**config.mk**
```make
export PLATFORM = sky130hd
export DESIGN_NAME = dac_mem_loader
export DESIGN_NICKNAME = d
export VERILOG_FILES = /design/src/rtl/signal_types_pkg.sv /design/src/rtl/dac_mem_loader.sv
export SDC_FILE = /design/constraint.sdc
export NUM_CORES = 1
export LEC_CHECK = 0
export CORE_MARGIN = 2
export CORE_UTILIZATION = 51
export DETAILED_ROUTE_END_ITERATION = 8
export GPL_TIMING_DRIVEN = 0
export HOLD_SLACK_MARGIN = 0.03
export MAX_ROUTING_LAYER = met4
export PLACE_DENSITY_LB_ADDON = 0.05
export RECOVER_POWER = 50
export SYNTH_ARGS = -nofsm -noshare
export SYNTH_HDL_FRONTEND = slang
export SYNTH_SLANG_ARGS = --single-unit
```
**constraint.sdc**
```tcl
create_clock -name clk -period 6.8 [get_ports clk]
set_input_delay 1.7 -clock clk [delete_from_list [all_inputs] [get_ports clk]]
set_output_delay 1.7 -clock clk [all_outputs]
set_load 0.02 [all_outputs]
```
**src/rtl/signal_types_pkg.sv**
```systemverilog
// Shared types for the DAC sample path: the packed sample word, the loader
// FSM state encoding and the maximum-waveform-length derivation.
package signal_types_pkg;

  // One 32-bit word carries both DAC channels, 14 bits each, each padded to 16.
  typedef struct packed {
    logic [1:0]  unused1;
    logic [13:0] ch1;
    logic [1:0]  unused0;
    logic [13:0] ch0;
  } dac_sample_t;

  // Loader states: accept first beat, keep loading, discard overflow, wait for swap.
  typedef enum logic [1:0] {
    IDLE  = 2'd0,
    LOAD  = 2'd1,
    DRAIN = 2'd2,
    PEND  = 2'd3
  } loader_state_t;

  localparam int unsigned DEFAULT_ADDR_WIDTH = 11;

  // Largest waveform that fits a bank while keeping its length representable
  // in an ADDR_WIDTH-bit length field.
  function automatic int unsigned max_len(input int unsigned addr_width);
    return (32'd1 << addr_width) - 32'd1;
  endfunction

endpackage

```
**src/rtl/dac_mem_loader.sv**
```systemverilog
// Ping-pong loader for the DAC sample BRAM. Incoming sample beats are written
// into the bank the playback controller is not reading; once a complete
// waveform is in place the banks are swapped, either at the controller's next
// address wrap or immediately when playback is disabled.
module dac_mem_loader
  import signal_types_pkg::*;
#(
  parameter int ADDR_WIDTH = DEFAULT_ADDR_WIDTH,
  parameter int MAX_LEN    = max_len(ADDR_WIDTH)
) (
  input  logic                  clk,
  input  logic                  rst,
  input  logic [31:0]           s_data_i,
  input  logic                  s_valid_i,
  output logic                  s_ready_o,
  input  logic                  s_last_i,
  input  logic                  play_i,
  input  logic                  wrap_i,
  input  logic                  ovf_clr_i,
  output logic                  mem_wr_en_o,
  output logic [ADDR_WIDTH:0]   mem_wr_addr_o,
  output logic [31:0]           mem_wr_data_o,
  output logic                  rd_bank_o,
  output logic                  dac_en_o,
  output logic [ADDR_WIDTH-1:0] dac_len_o,
  output logic                  busy_o,
  output logic                  ovf_o
);

  localparam logic [ADDR_WIDTH-1:0] MAX_LEN_W = ADDR_WIDTH'(MAX_LEN);
  localparam logic [ADDR_WIDTH-1:0] ONE_W     = ADDR_WIDTH'(1);

  loader_state_t state_reg, state_next;

  // Beats written so far in the waveform being loaded.
  logic [ADDR_WIDTH-1:0] cnt_reg, cnt_next;
  // Length of the completed waveform waiting for the bank swap.
  logic [ADDR_WIDTH-1:0] pend_len_reg, pend_len_next;

  logic                  rd_bank_reg;
  logic [ADDR_WIDTH-1:0] dac_len_reg;
  logic                  valid_wave_reg;
  logic                  dac_en_reg;
  logic                  ovf_reg;

  logic                  wr_en_reg;
  logic [ADDR_WIDTH:0]   wr_addr_reg;
  logic [31:0]           wr_data_reg;

  // Decoded per-cycle controls from the FSM.
  logic                  ready_comb;
  logic                  xfer;
  logic                  wr_next;
  logic [ADDR_WIDTH-1:0] wr_idx;
  logic                  ovf_set;
  logic                  swap;
  logic [ADDR_WIDTH-1:0] beat_num;

  dac_sample_t sample;

  assign sample   = dac_sample_t'(s_data_i);
  // Ready is held low while reset is asserted so no beat is lost into a reset.
  assign s_ready_o = ready_comb & ~rst;
  assign xfer      = s_valid_i & s_ready_o;
  // Ordinal (1-based) of a beat accepted in LOAD.
  assign beat_num  = cnt_reg + ONE_W;

  // State register.
  always_ff @(posedge clk) begin
    if (rst) begin
      state_reg <= IDLE;
    end else begin
      state_reg <= state_next;
    end
  end

  // Next-state logic and per-cycle controls.
  always_comb begin
    state_next    = state_reg;
    cnt_next      = cnt_reg;
    pend_len_next = pend_len_reg;
    ready_comb    = 1'b0;
    wr_next       = 1'b0;
    wr_idx        = '0;
    ovf_set       = 1'b0;
    swap          = 1'b0;

    case (state_reg)
      IDLE: begin
        ready_comb = 1'b1;
        if (xfer) begin
          wr_next  = 1'b1;
          wr_idx   = '0;
          cnt_next = ONE_W;
          if (s_last_i) begin
            pend_len_next = ONE_W;
            state_next    = PEND;
          end else if (MAX_LEN_W == ONE_W) begin
            ovf_set       = 1'b1;
            pend_len_next = MAX_LEN_W;
            state_next    = DRAIN;
          end else begin
            state_next = LOAD;
          end
        end
      end

      LOAD: begin
        ready_comb = 1'b1;
        if (xfer) begin
          wr_next  = 1'b1;
          wr_idx   = cnt_reg;
          cnt_next = beat_num;
          if (s_last_i) begin
            // A last beat that lands exactly on MAX_LEN is a clean finish.
            pend_len_next = beat_num;
            state_next    = PEND;
          end else if (beat_num == MAX_LEN_W) begin
            ovf_set       = 1'b1;
            pend_len_next = MAX_LEN_W;
            state_next    = DRAIN;
          end
        end
      end

      DRAIN: begin
        ready_comb = 1'b1;
        if (xfer && s_last_i) begin
          state_next = PEND;
        end
      end

      PEND: begin
        // Swap only at a read-address wrap, or at once if nothing is playing.
        if (wrap_i || !dac_en_reg) begin
          swap       = 1'b1;
          cnt_next   = '0;
          state_next = IDLE;
        end
      end

      default: begin
        state_next = IDLE;
      end
    endcase
  end

  // Beat counter, pending length, bank select, loop length and flags.
  always_ff @(posedge clk) begin
    if (rst) begin
      cnt_reg        <= '0;
      pend_len_reg   <= '0;
      rd_bank_reg    <= 1'b0;
      dac_len_reg    <= '0;
      valid_wave_reg <= 1'b0;
      dac_en_reg     <= 1'b0;
      ovf_reg        <= 1'b0;
    end else begin
      cnt_reg      <= cnt_next;
      pend_len_reg <= pend_len_next;
      if (swap) begin
        rd_bank_reg    <= ~rd_bank_reg;
        dac_len_reg    <= pend_len_reg;
        valid_wave_reg <= 1'b1;
      end
      dac_en_reg <= play_i & valid_wave_reg;
      // Setting the flag takes priority over a simultaneous clear.
      if (ovf_set) begin
        ovf_reg <= 1'b1;
      end else if (ovf_clr_i) begin
        ovf_reg <= 1'b0;
      end
    end
  end

  // Registered BRAM write port; always targets the bank not being read.
  always_ff @(posedge clk) begin
    if (rst) begin
      wr_en_reg   <= 1'b0;
      wr_addr_reg <= '0;
      wr_data_reg <= '0;
    end else begin
      wr_en_reg <= wr_next;
      if (wr_next) begin
        wr_addr_reg <= {~rd_bank_reg, wr_idx};
        wr_data_reg <= sample;
      end
    end
  end

  assign mem_wr_en_o   = wr_en_reg;
  assign mem_wr_addr_o = wr_addr_reg;
  assign mem_wr_data_o = wr_data_reg;
  assign rd_bank_o     = rd_bank_reg;
  assign dac_en_o      = dac_en_reg;
  assign dac_len_o     = dac_len_reg;
  assign busy_o        = (state_reg != IDLE);
  assign ovf_o         = ovf_reg;

endmodule

```
==> results.sh <==
export IMPL_nFillCells=547
export IMPL_postCtsSetupRepairBufs=0
export IMPL_hold_class="flip-flop to flip-flop"
export IMPL_slew_headroom_pct=50.42
export IMPL_synth_seq_area_share_pct=47.27
export IMPL_placed_cell_area_um2=4648
export IMPL_tightestPinTransition_ns=0.7388
export IMPL_path_class="primary input to output port"
export IMPL_synth_mux_area_share_pct=8.125
export IMPL_synthXorXnorAreaFrac_pct=2.216
export IMPL_p_sw_mw=0.4120
export IMPL_ff2ff_setup_slack_ns=3.76
export IMPL_synth_compound_area_share_pct=15.58
export IMPL_r2r_start="state_reg[0]$_SDFFE_PP0P_"
export IMPL_startpoint_type="primary input"
export IMPL_powerDensity_nw_per_um2=274.7
export IMPL_antenna_found_initial=0
export IMPL_clkPwrFrac_pct=32.8
export IMPL_clk_latency_ns=0.37
export IMPL_ys_ff_latch=84
export IMPL_worstSetupStartpoint="rst"
export IMPL_grt_usage_pct=24.87
export IMPL_nets=567
export IMPL_drive_above_1_share_pct=6.452
export IMPL_reg2reg_depth=9
export IMPL_area_growth_pct=37.64
export IMPL_pwr_share_comb_pct=26.0
export IMPL_synth_edf_count=0
export IMPL_yosys_area_top_type="dfxtp_1"
export IMPL_cap_violations=0
export IMPL_cts_tree="yes"
export IMPL_synth_ff_type="dfxtp_1"
export IMPL_synth_fp_nets=457
export IMPL_via_per_inst=5.283
export IMPL_cts_hold_buf=0
export IMPL_timing_rr_end="cnt_reg[10]$_SDFFE_PP0P_"
export IMPL_min_from="mem_wr_data_o[19]$_SDFFE_PP0P_"
export IMPL_endpoint_kind="output port"
export IMPL_grt_pass1_wl_um=14300
export IMPL_pin_count=100
export IMPL_ir_worst_vdd_mv=0.1564
export IMPL_period_share_pct=87.38
export IMPL_async_flop_share_pct=0
export IMPL_wl_um=8707
export IMPL_port_buffers=99
export IMPL_detailed_place_hpwl_um=6360
export IMPL_cts_buffers=9
export IMPL_grt_setup_unrepaired="false"
export IMPL_postRouteAntennaNets=0
export IMPL_holdPathStages=2
export IMPL_max_freq_mhz=168.3
export IMPL_die_h_um=87.52
export IMPL_internal_power_mw=0.9331
export IMPL_synth_simple_gate_area_share_pct=20.33
export IMPL_outcome="finished, final reports clean"
export IMPL_clockBufferDepth=2
export IMPL_ys_types=45
export IMPL_skew_ns=0.008986
export IMPL_syn_area_per_cell_um2=8.634
export IMPL_syn_area_um2=3557
export IMPL_synth_top_family_by_area="simple AND/OR/NAND/NOR gates"
export IMPL_dr_pass1_iters=4
export IMPL_hold_viol=0
export IMPL_grt_pass1_vias=3064
export IMPL_synth_fa_ha_area_share_pct=2.110
export IMPL_yosysWarnings=0
export IMPL_fp_dieW_um=87.52
export IMPL_htreeDepth=3
export IMPL_design_area_um2=4896
export IMPL_fin_crit_ns=5.942
export IMPL_worst_ep_arrival_time_ns=4.24
export IMPL_crit_fanout=10
export IMPL_diodes=0
export IMPL_finalMaxSlewViolations=0
export IMPL_tns_ns=0
export IMPL_mostFrequentLayoutCells="84 x dfxtp_1, 72 x nand2_1, 61 x dlygate4sd3_1"
export IMPL_min_to="mem_wr_data_o[19]$_SDFFE_PP0P_"
export IMPL_p_sw_share_pct=30.63
export IMPL_cts_resized_gates=0
export IMPL_cts_root_buf="clkbuf_8"
export IMPL_num_rows=30
export IMPL_place_gp_congestion=0.8746
export IMPL_cts_clk_slew_worst_paths_ns=0.09
export IMPL_first_iter_violations=217
export IMPL_power_frac_seq_pct=41.1
export IMPL_drc=0
export IMPL_wl_per_cell_um=14.34
export IMPL_synth_cells=412
export IMPL_dieArea_um2=7659
export IMPL_grt_max_degree=15
export IMPL_synth_top_area_share_pct=47.27
export IMPL_p_leak_nw=2.022
export IMPL_largest_reg_flops=32
export IMPL_grt_overflow=0
export IMPL_required_ns=5.10
export IMPL_setup_violations=0
export IMPL_synth_area_top_cells="dfxtp_1 47%, a21oi_1 7.7%, nand2_1 7.6%"
export IMPL_cts_sinks=84
export IMPL_final_common_cell="dfxtp_1"
export IMPL_core_area_um2=6756
export IMPL_vias=3207
export IMPL_start_util_pct=52.65
[worst max-delay path, cell delays in order]
cell	delay (ns)
dlygate4sd3_1	0.62
clkbuf_1	0.38
clkbuf_1	0.48
clkbuf_1	0.44
nor2_1	0.07
clkdlybuf4s50_1	0.55
[metal layers]
metal / vias to the layer above / share of wire (%) / GRT usage [%]
met3: 9 / 6.2 / 5.118
met4: 0 / 1.4 / 10.35
met1: 1490 / 43 / 30.62
met5: - / 0 / -
met2: 99 / 50 / 39.67
li1: 1609 / - / -
[final cells by class]
| class | count | area (um2) | share of cell area, % |
|---|---|---|---|
| Buffer | 27 | 112.6 | 2.300 |
| Multi-Input combinational cell | 290 | 1720 | 35.14 |
| Timing Repair Buffer | 99 | 991.0 | 20.24 |
| Inverter | 11 | 41.29 | 0.8433 |
| Clock inverter | 5 | 107.6 | 2.198 |
| Tap cell | 80 | 100.1 | 2.044 |
| Clock buffer | 11 | 141.4 | 2.888 |
| Sequential cell | 84 | 1682 | 34.35 |
[worst max path at each step]
stage	endpoint	slack, ns
finish	s_ready_o	0.86
CTS	s_ready_o	0.87
global route	s_ready_o	0.65
detailed placement	s_ready_o	0.87
global placement	s_ready_o	0.94
floorplan	s_ready_o	2.40
[cells in the mapped netlist (3+ instances only)]
library cell and n:
clkbuf_1 20, ha_1 6, xnor2_1 4, mux2_4 9, xor2_1 5, nor2b_1 13
nand2_1 72, dfxtp_1 84, inv_1 10, mux2i_1 12, and2_1 7, nor2_1 39
a21oi_1 55, o21ai_0 12, nand3_1 5, nor3_1 5, buf_1 4, nand3b_1 3
a22oi_1 13
[power by group through the flow]
stage / sequential (mW) / clock (mW) / combinational, mW
floorplan: 0.598 / 0 / 0.189
global route: 0.559 / 0.465 / 0.385
detailed placement: 0.566 / 0 / 0.360
global placement: 0.564 / 0 / 0.352
finish: 0.553 / 0.442 / 0.350
CTS: 0.555 / 0.450 / 0.363
[kinds of logic after synthesis]
family          after synthesis
simple gates                158
mux                          24
compound gates               93
xor+xnor                      9
flops                        84
buf+inv                      38
fa+ha+maj                     6
[per-stage QoR]
stage	instances	hold slack, ns	setup slack, ns	utilization, %	power, mW
after floorplan	412	0.4210	2.404	-	0.7869
after global placement	591	0.4296	0.9377	68.80	0.9158
after detailed placement	591	0.4479	0.8676	68.80	0.9268
after CTS	607	0.4593	0.8747	72.48	1.367
after global routing	607	0.4705	0.6534	72.46	1.409
final	607	0.4515	0.8583	72.46	1.345
Power figures use the tool's default switching activity.
